--- config.mk ---
export PLATFORM = sky130hd
export DESIGN_NAME = muldiv_unit
export DESIGN_NICKNAME = d
export VERILOG_FILES = /design/src/rtl/muldiv_unit.sv
export SDC_FILE = /design/constraint.sdc
export NUM_CORES = 1
export LEC_CHECK = 0
export ABC_CLOCK_PERIOD_IN_PS = 9800
export CAP_MARGIN = 10
export CELL_PAD_IN_SITES_DETAIL_PLACEMENT = 0
export CELL_PAD_IN_SITES_GLOBAL_PLACEMENT = 1
export CORE_ASPECT_RATIO = 0.8
export CORE_MARGIN = 2
export CORE_UTILIZATION = 47
export CTS_CLUSTER_SIZE = 16
export DETAILED_ROUTE_END_ITERATION = 8
export PLACE_DENSITY = 0.95
export SYNTH_ARGS = -nofsm -noshare
export SYNTH_HDL_FRONTEND = slang
export SYNTH_SLANG_ARGS = --single-unit
--- constraint.sdc ---
create_clock -name clk -period 9.8 [get_ports clk]
set_input_delay 1.47 -clock clk [delete_from_list [all_inputs] [get_ports clk]]
set_output_delay 1.47 -clock clk [all_outputs]
set_load 0.05 [all_outputs]
--- src/rtl/muldiv_unit.sv ---
`default_nettype none
// ============================================================================
// muldiv_unit : iterative MULT/MULTU/DIV/DIVU unit with HI/LO, one bit per cycle
// Rev 1.0
// ============================================================================
module muldiv_unit #(
  parameter int WIDTH = 32
) (
  input  logic             clk,
  input  logic             reset,
  input  logic             start,
  input  logic [2:0]       op,
  input  logic [WIDTH-1:0] a,
  input  logic [WIDTH-1:0] b,
  input  logic             cancel,
  input  logic             rd_hilo,
  output logic [WIDTH-1:0] hi,
  output logic [WIDTH-1:0] lo,
  output logic             busy,
  output logic             done,
  output logic             div_zero,
  output logic             stall
);

  localparam int                 c_CNT_W = $clog2(WIDTH + 1);
  localparam logic [c_CNT_W-1:0] c_LAST  = c_CNT_W'(WIDTH - 1);

  typedef enum logic [1:0] {
    S_IDLE = 2'd0,
    S_RUN  = 2'd1,
    S_FIX  = 2'd2
  } state_t;

  state_t               r_state, w_next_state;
  logic [c_CNT_W-1:0]   r_count;
  logic [2*WIDTH-1:0]   r_acc;
  logic [WIDTH-1:0]     r_opnd;
  logic                 r_is_div, r_neg_q, r_neg_r, r_b_zero;
  logic [WIDTH-1:0]     r_hi, r_lo;
  logic                 r_done, r_dz;

  logic                 w_signed, w_accept, w_mt_issue;
  logic [WIDTH-1:0]     w_abs_a, w_abs_b;
  logic [WIDTH:0]       w_sum, w_rem, w_diff;
  logic [2*WIDTH-1:0]   w_mul_acc, w_div_acc, w_prod;
  logic [WIDTH-1:0]     w_q, w_r, w_fix_hi, w_fix_lo;

  assign w_signed   = ~op[0];
  assign w_accept   = (r_state == S_IDLE) & start & ~cancel & ~op[2];
  assign w_mt_issue = (r_state == S_IDLE) & start & ~cancel & (op[2:1] == 2'b10);
  assign w_abs_a    = (w_signed && a[WIDTH-1]) ? (~a + 1'b1) : a;
  assign w_abs_b    = (w_signed && b[WIDTH-1]) ? (~b + 1'b1) : b;

  // Multiply: add multiplicand into the upper half when the low bit is set, shift right.
  assign w_sum     = {1'b0, r_acc[2*WIDTH-1:WIDTH]} + {1'b0, (r_acc[0] ? r_opnd : {WIDTH{1'b0}})};
  assign w_mul_acc = {w_sum, r_acc[WIDTH-1:1]};

  // Divide: restoring step, quotient bits shift in at the bottom.
  assign w_rem     = r_acc[2*WIDTH-1:WIDTH-1];
  assign w_diff    = w_rem - {1'b0, r_opnd};
  assign w_div_acc = w_diff[WIDTH] ? {w_rem[WIDTH-1:0], r_acc[WIDTH-2:0], 1'b0}
                                   : {w_diff[WIDTH-1:0], r_acc[WIDTH-2:0], 1'b1};

  assign w_prod = r_neg_q ? (~r_acc + 1'b1) : r_acc;
  assign w_q    = r_acc[WIDTH-1:0];
  assign w_r    = r_acc[2*WIDTH-1:WIDTH];

  always_comb begin
    w_fix_hi = w_prod[2*WIDTH-1:WIDTH];
    w_fix_lo = w_prod[WIDTH-1:0];
    if (r_is_div) begin
      w_fix_hi = r_neg_r ? (~w_r + 1'b1) : w_r;
      if (r_b_zero)
        w_fix_lo = {WIDTH{1'b1}};
      else
        w_fix_lo = r_neg_q ? (~w_q + 1'b1) : w_q;
    end
  end

  always_ff @(posedge clk) begin
    if (!reset)
      r_state <= S_IDLE;
    else
      r_state <= w_next_state;
  end

  always_comb begin
    w_next_state = r_state;
    case (r_state)
      S_IDLE:  if (w_accept) w_next_state = S_RUN;
      S_RUN:   if (cancel) w_next_state = S_IDLE;
               else if (r_count == c_LAST) w_next_state = S_FIX;
      S_FIX:   w_next_state = S_IDLE;
      default: w_next_state = S_IDLE;
    endcase
  end

  always_ff @(posedge clk) begin
    if (!reset) begin
      r_hi     <= '0;
      r_lo     <= '0;
      r_done   <= 1'b0;
      r_dz     <= 1'b0;
      r_count  <= '0;
      r_acc    <= '0;
      r_opnd   <= '0;
      r_is_div <= 1'b0;
      r_neg_q  <= 1'b0;
      r_neg_r  <= 1'b0;
      r_b_zero <= 1'b0;
    end else begin
      r_done <= 1'b0;
      r_dz   <= 1'b0;
      case (r_state)
        S_IDLE: begin
          if (w_accept) begin
            r_count  <= '0;
            r_is_div <= op[1];
            r_neg_q  <= w_signed & (a[WIDTH-1] ^ b[WIDTH-1]);
            r_neg_r  <= w_signed & a[WIDTH-1];
            r_b_zero <= op[1] & (b == '0);
            r_acc    <= {{WIDTH{1'b0}}, (op[1] ? w_abs_a : w_abs_b)};
            r_opnd   <= op[1] ? w_abs_b : w_abs_a;
          end else if (w_mt_issue) begin
            if (op[0]) r_lo <= a;
            else       r_hi <= a;
          end
        end
        S_RUN: begin
          if (!cancel) begin
            r_count <= r_count + c_CNT_W'(1);
            r_acc   <= r_is_div ? w_div_acc : w_mul_acc;
          end
        end
        S_FIX: begin
          if (!cancel) begin
            r_hi   <= w_fix_hi;
            r_lo   <= w_fix_lo;
            r_done <= 1'b1;
            r_dz   <= r_b_zero;
          end
        end
        default: ;
      endcase
    end
  end

  assign hi       = r_hi;
  assign lo       = r_lo;
  assign busy     = (r_state != S_IDLE);
  assign done     = r_done;
  assign div_zero = r_dz;
  assign stall    = busy & (start | rd_hilo);

endmodule
`default_nettype wire

==> impl_metrics.env, run 1 <==
export IMPL_status="finished, final reports clean"
export IMPL_top_layer_used="met4"
export IMPL_synthesis_area_sq_um=14700
export IMPL_cp_start_kind="flip-flop"
export IMPL_tightest_slew_ns=1.20
export IMPL_cts_sinks=174
export IMPL_core_area_sq_um=30600
export IMPL_fin_crit_ns=4.63
export IMPL_fillers=2975
export IMPL_cts_buffer_depth=2
export IMPL_yosysWarnings=0
export IMPL_first_pass_iters=6
export IMPL_whs_path_depth=2
export IMPL_placed_cells=2467
export IMPL_grt_pass1_wl_mm=87.3
export IMPL_yosysSeqAreaShare_pct=23.7
export IMPL_post_cts_buffers=0
export IMPL_r2r_start="r_acc[31]$_SDFFE_PN0P_"
export IMPL_hold_violations=0
export IMPL_fin_nets=2216
export IMPL_htree_levels=4
export IMPL_wl_met3_mm=7.12
export IMPL_io_pins=140
export IMPL_fin_util_pct=54.9
export IMPL_cp_end_kind="flip-flop"
export IMPL_cap_violations=0
export IMPL_rsz0062_at_grt="false"
export IMPL_fp_dieW_um=202
export IMPL_grt_max_degree=86
export IMPL_hold_start="r_opnd[22]$_SDFFE_PN0P_"
export IMPL_critPathKind="reg -> reg"
export IMPL_async_reset_ff_share_pct=0
export IMPL_fin_worst_skew_ns=0.0146
export IMPL_initial_utilization_pct=48.1
export IMPL_vdd_ir_drop_max_mv=0.118
export IMPL_syn_inst=2023
export IMPL_crit_buf_inv=2
export IMPL_drc=0
export IMPL_p_total_mw=1.93
export IMPL_hp_class="reg -> reg"
export IMPL_routedWlPerCell_um=23.1
export IMPL_grt_pass1_vias=14300
export IMPL_area_growth_pct=14.2
export IMPL_stdcell_count=2499
export IMPL_path_depth=14
export IMPL_layout_drive_gt1_share_pct=4.79
export IMPL_setup_violations=0
export IMPL_power_leakage_nw=6.36
export IMPL_cts_hold_buf=0
export IMPL_grt_ovfl_total=0
export IMPL_place_congestion=1.00
export IMPL_synthFlopType="dfxtp_1"
export IMPL_vias=16000
export IMPL_slowest_delay_ns=0.52
export IMPL_synth_most_common_cell="nor2_1"
export IMPL_syn_avg_cell_area_sq_um=7.27
export IMPL_power_density_nw_per_um2=115
export IMPL_clockRootBuffer="clkbuf_16"
export IMPL_rows=57
export IMPL_cts_tree="built"
export IMPL_dieHeight_um=162
export IMPL_synthTopCellsByCount="229 x nor2_1, 217 x a21oi_1, 214 x nand2_1, 174 x dfxtp_1, 173 x o21ai_0"
export IMPL_netlist_top_cells_area="dfxtp_1 24%, a21oi_1 7.4%, xnor2_1 6.1%"
export IMPL_cp_slowest_cell="buf_4"
export IMPL_antenna_found_initial=0
export IMPL_port_buffers=139
export IMPL_dieArea_sq_um=32700
export IMPL_ant_nets=0
export IMPL_numCtsBuffers=17
export IMPL_crit_arrival_ns=5.00
export IMPL_max_clock_freq_mhz=216
export IMPL_ys_ff_latch=174
export IMPL_drv_slew=0
export IMPL_rr_worst_depth=14
export IMPL_synth_edf_count=0
export IMPL_drtIter0Drc=2247
export IMPL_startpoint="r_acc[31]$_SDFFE_PN0P_"
export IMPL_seq_area_sq_um=3480
export IMPL_dp_hpwl_mm=44.2
export IMPL_wl_mm=57.8
export IMPL_wl_met1_mm=26.3
export IMPL_wl_met2_mm=23.0
export IMPL_critPathRequiredTime_ns=10.17
export IMPL_synth_top_area_cell="dfxtp_1"
export IMPL_ys_types=87
export IMPL_n_antenna_cell=0
export IMPL_synth_nets=2166
export IMPL_post_route_period_util_pct=47.3
export IMPL_ctsResizeCount=0
export IMPL_grt_usage_pct=34.6
export IMPL_crit_chain="inv_1 > ha_1 > fa_1 > nand2b_1 > a21oi_1 > o21a_1 > a41oi_1 > o21bai_1 > a31oi_1 > xnor2_2 > buf_4 > nand2_1 > or3_1 > o2111ai_1"
export IMPL_path_max_fanout=39
export IMPL_clkTransAtPathRegs_ns=0.07
export IMPL_multi_input_area_sq_um=10400
export IMPL_clock_latency_ns=0.45
export IMPL_yosys_area_top_type_share_pct=23.7
export IMPL_viasPerCell=6.41
export IMPL_slew_headroom_pct=20.2
export IMPL_crit_family="compound AO/OA/AOI/OAI gates"
export IMPL_setup_tns_ns=0
[state kept, by name (all words and copies together) (netlist names)]
signal    cells
done          1
r_is_div      1
hi           32
r_acc        64
r_count       6
r_b_zero      1
r_neg_r       1
lo           32
r_state       2
r_opnd       32
r_neg_q       1
div_zero      1
[stage by stage]
step           setup WS [ns]  hold WS [ns]  cell area [sq um]
5_1_grt                 4.93         0.476              16800
3_5_place_dp            4.96         0.440              16300
3_3_place_gp            5.00         0.440              16300
4_1_cts                 5.31         0.454              16800
6_report                5.17         0.454              16800
2_1_floorplan           5.95         0.429              14700
[final timing paths]
check	slack (ns)	to
hold reg to reg	0.45	r_opnd[22]$_SDFFE_PN0P_
hold / removal	0.45	r_opnd[22]$_SDFFE_PN0P_
setup reg to reg	5.17	r_acc[61]$_SDFFE_PN0P_
setup / recovery	5.17	r_acc[61]$_SDFFE_PN0P_
[worst min-delay path, cell delays in order (launching register included)]
cell and delay [ns]:
dfxtp_1 0.31, nand2_1 0.05, a21oi_1 0.05
[logic make-up after synthesis]
group	Yosys count	synth area share [%]
buffers and inverters	198	5.54
multiplexers	79	5.46
adder cells (fa/ha/maj)	71	6.14
AND/OR/NAND/NOR	657	20.6
flip-flops	174	23.7
XOR/XNOR	171	10.2
AO/OA/AOI/OAI	673	28.4
[report_power, final]
part	internal (mW)	switching, mW
Combinational	0.190	0.320
Sequential	0.726	0.0348
Clock	0.336	0.328
Total	1.25	0.683
[area by class of cell]
type                            instances  share of cell area [%]
Clock buffer                           18                    2.61
Clock inverter                         14                   0.633
Inverter                               65                    1.45
Multi-Input combinational cell       1651                    62.1
Sequential cell                       174                    20.7
Tap cell                              413                    3.08
Timing Repair Buffer                  164                    9.37
[placed cells by master, fill, tap and decap left out, types with 14 or more instances in the layout]
cell             instances
o21ai_0                173
buf_4                   25
ha_1                    69
dfxtp_1                173
inv_1                   64
o21a_1                  20
a21oi_1                217
o221ai_1                21
nand2_1                214
a22oi_1                 15
nor2_1                 229
nand3_1                 32
clkbuf_16               17
nor3_1                  35
clkdlybuf4s50_1        138
nand2b_1                17
or3_1                   21
o211ai_1                33
a21o_1                  30
a31oi_1                 34
xnor2_1                102
xor2_1                  68
a211oi_1                29
o31ai_1                 21
nand4_1                 17
mux2i_1                 72
o41ai_1                 14
nor4_1                  16
[per-layer routing]
metal / GRT usage, % / up-vias
li1: - / 7397
met5: 0 / -
met3: 7.93 / 91
met2: 48.9 / 967
met4: 9.06 / 0
met1: 52.2 / 7560
(Power assumes the default switching activity.)
==> run 2: changes to the inputs <==
==> config.mk (replaced) <==
export PLATFORM = sky130hd
export DESIGN_NAME = muldiv_unit
export DESIGN_NICKNAME = d
export VERILOG_FILES = /design/src/rtl/muldiv_unit.sv
export SDC_FILE = /design/constraint.sdc
export NUM_CORES = 1
export LEC_CHECK = 0
export ABC_CLOCK_PERIOD_IN_PS = 3950
export CAP_MARGIN = 10
export CELL_PAD_IN_SITES_DETAIL_PLACEMENT = 0
export CELL_PAD_IN_SITES_GLOBAL_PLACEMENT = 1
export CORE_ASPECT_RATIO = 0.8
export CORE_MARGIN = 2
export CORE_UTILIZATION = 39
export CTS_CLUSTER_SIZE = 16
export DETAILED_ROUTE_END_ITERATION = 8
export PLACE_DENSITY = 0.89
export SYNTH_ARGS = -nofsm -noshare
export SYNTH_HDL_FRONTEND = slang
export SYNTH_SLANG_ARGS = --single-unit
==> constraint.sdc (replaced) <==
create_clock -name clk -period 3.95 [get_ports clk]
set_input_delay 0.5925 -clock clk [delete_from_list [all_inputs] [get_ports clk]]
set_output_delay 0.5925 -clock clk [all_outputs]
set_load 0.05 [all_outputs]
==> run 2 against run 1 <==
  * Routed wire length increased by 4.6%
  * Fmax up 23%
  * Largest power group is now clock
  * Critical endpoint unchanged
  * Clock-buffer cell count is 1 higher
==> impl_metrics.env, run 2 (same netlist as run 1, synthesis figures left out) <==
export IMPL_p_comb_share_pct=25.7
export IMPL_critPathKind="reg -> reg"
export IMPL_hp_class="reg -> reg"
export IMPL_path_max_fanout=22
export IMPL_area_growth_pct=21.5
export IMPL_largest_register_ffs=64
export IMPL_fin_crit_ns=3.77
export IMPL_tightest_slew_ns=1.09
export IMPL_min_to="r_opnd[22]$_SDFFE_PN0P_"
export IMPL_cts_buffer_depth=2
export IMPL_final_cell_mix="229 x nor2_1, 216 x a21oi_1, 214 x nand2_1"
export IMPL_power_density_nw_per_um2=292
export IMPL_whs_ns=0.453
export IMPL_crit_family="compound AO/OA/AOI/OAI gates"
export IMPL_io_pins=140
export IMPL_cts_tree="built"
export IMPL_post_route_period_util_pct=95.3
export IMPL_rrSetupSlack_ns=0.18
export IMPL_grt_pass1_wl_mm=90.2
export IMPL_htree_levels=4
export IMPL_fillers=3708
export IMPL_final_common_cell="nor2_1"
export IMPL_cp_start_kind="flip-flop"
export IMPL_drtIter0Drc=2201
export IMPL_hold_start="r_opnd[22]$_SDFFE_PN0P_"
export IMPL_antenna_found_initial=0
export IMPL_status="finished, final reports clean"
export IMPL_n_antenna_cell=0
export IMPL_fin_worst_skew_ns=0.0183
export IMPL_ant_nets=0
export IMPL_power_internal_mw=3.49
export IMPL_dp_hpwl_mm=47.5
export IMPL_clock_latency_ns=0.46
export IMPL_fin_nets=2323
export IMPL_p_total_mw=5.22
export IMPL_cp_slowest_cell="fa_1"
export IMPL_dieHeight_um=178
export IMPL_wl_mm=60.5
export IMPL_drv_slew=0
export IMPL_grt_pass1_vias=14900
export IMPL_power_switching_mw=1.73
export IMPL_vdd_ir_drop_max_mv=0.309
export IMPL_rows=63
export IMPL_port_buffers=139
export IMPL_grt_ovfl_total=0
export IMPL_clockRootBuffer="clkbuf_16"
export IMPL_max_flop_register="r_acc"
export IMPL_p_clk_share_pct=38.5
export IMPL_hold_violations=0
export IMPL_fp_dieW_um=221
export IMPL_cts_hold_buf=0
export IMPL_place_congestion=0.971
export IMPL_setup_violations=0
export IMPL_critPathRequiredTime_ns=4.32
export IMPL_crit_buf_inv=2
export IMPL_dieArea_sq_um=39300
export IMPL_r2r_start="r_acc[31]$_SDFFE_PN0P_"
export IMPL_whs_path_depth=2
export IMPL_sw_frac_of_total_pct=33.2
export IMPL_max_clock_freq_mhz=266
export IMPL_cap_violations=0
export IMPL_slew_headroom_pct=27.1
export IMPL_cts_sinks=174
export IMPL_viasPerCell=6.14
export IMPL_numCtsBuffers=17
export IMPL_setup_tns_ns=0
export IMPL_power_leakage_nw=6.98
export IMPL_layout_drive_gt1_share_pct=9.58
export IMPL_cp_end_kind="flip-flop"
export IMPL_routedWlPerCell_um=22.6
export IMPL_worstReg2RegEnd="r_acc[61]$_SDFFE_PN0P_"
export IMPL_rr_worst_depth=14
export IMPL_grt_usage_pct=29.8
export IMPL_first_pass_iters=6
export IMPL_crit_chain="inv_1 > ha_1 > fa_1 > nand2b_1 > a21oi_2 > o21a_1 > a41oi_2 > o21bai_1 > a31oi_2 > xnor2_2 > buf_12 > nand2_1 > or3_1 > o2111ai_1"
export IMPL_initial_utilization_pct=39.6
export IMPL_slowest_delay_ns=0.43
export IMPL_drc=0
export IMPL_core_area_sq_um=37100
export IMPL_seq_power_share_pct=35.8
export IMPL_fin_util_pct=48.1
export IMPL_grt_max_degree=64
export IMPL_clkTransAtPathRegs_ns=0.07
export IMPL_vias=16500
export IMPL_crit_arrival_ns=4.13
## run 2: worst reg2reg max path: stages, from the launching register on
cell and delay [ns]:
dfxtp_1 0.42, inv_1 0.11, ha_1 0.24, fa_1 0.43, nand2b_1 0.23, a21oi_2 0.19
o21a_1 0.24, a41oi_2 0.18, o21bai_1 0.28, a31oi_2 0.21, xnor2_2 0.34, buf_12 0.23
nand2_1 0.13, or3_1 0.36, o2111ai_1 0.11
## run 2: worst max-delay path by stage
stage,slack [ns],cells past startpoint,from,to
3_3_place_gp,0.26,17,r_acc[0]$_SDFFE_PN0P_,r_acc[61]$_SDFFE_PN0P_
4_1_cts,0.16,14,r_acc[31]$_SDFFE_PN0P_,r_acc[50]$_SDFFE_PN0P_
2_1_floorplan,0.64,15,r_acc[31]$_SDFFE_PN0P_,r_acc[50]$_SDFFE_PN0P_
5_1_grt,-0.04,14,r_acc[31]$_SDFFE_PN0P_,r_acc[61]$_SDFFE_PN0P_
3_5_place_dp,0.17,14,r_acc[31]$_SDFFE_PN0P_,r_acc[50]$_SDFFE_PN0P_
6_report,0.18,14,r_acc[31]$_SDFFE_PN0P_,r_acc[61]$_SDFFE_PN0P_
## run 2: area by class of cell
type	count	area, sq um	share of cell area, %
Timing Repair Buffer	271	2410	13.5
Tap cell	487	609	3.41
Multi-Input combinational cell	1651	10500	58.5
Clock inverter	13	224	1.25
Sequential cell	174	3480	19.5
Inverter	65	244	1.37
Clock buffer	19	453	2.53
## run 2: power groups by stage
stage	Sequential (mW)	Clock, mW	Combinational (mW)
after floorplan	1.91	0	0.806
after global placement	1.91	0	1.28
after detailed placement	1.91	0	1.28
after CTS	1.87	2.00	1.29
after global routing	1.87	2.08	1.43
final	1.87	2.01	1.34
## run 2: timing repair
item | CTS | global route
buffers inserted | 0 | 1
setup endpoints to repair | 0 | 19
resized for setup | 0 | 5
## run 2: through the flow
| step | instances | setup slack [ns] | cell area, sq um |
|---|---|---|---|
| floorplan | 2023 | 0.640 | 14700 |
| global placement | 2647 | 0.265 | 17200 |
| detailed placement | 2647 | 0.166 | 17200 |
| CTS | 2679 | 0.157 | 17800 |
| global route | 2680 | -0.0399 | 17900 |
| finish | 2680 | 0.184 | 17900 |
## run 2: per-layer routing
metal	vias up	part of all wire, %	track usage, %	routed length [um]
met5	-	0	0	0
met4	0	3.5	11.0	2120
met3	104	12	7.48	7140
met2	993	39	41.7	23800
met1	7741	45	43.3	27400
li1	7623	-	-	-
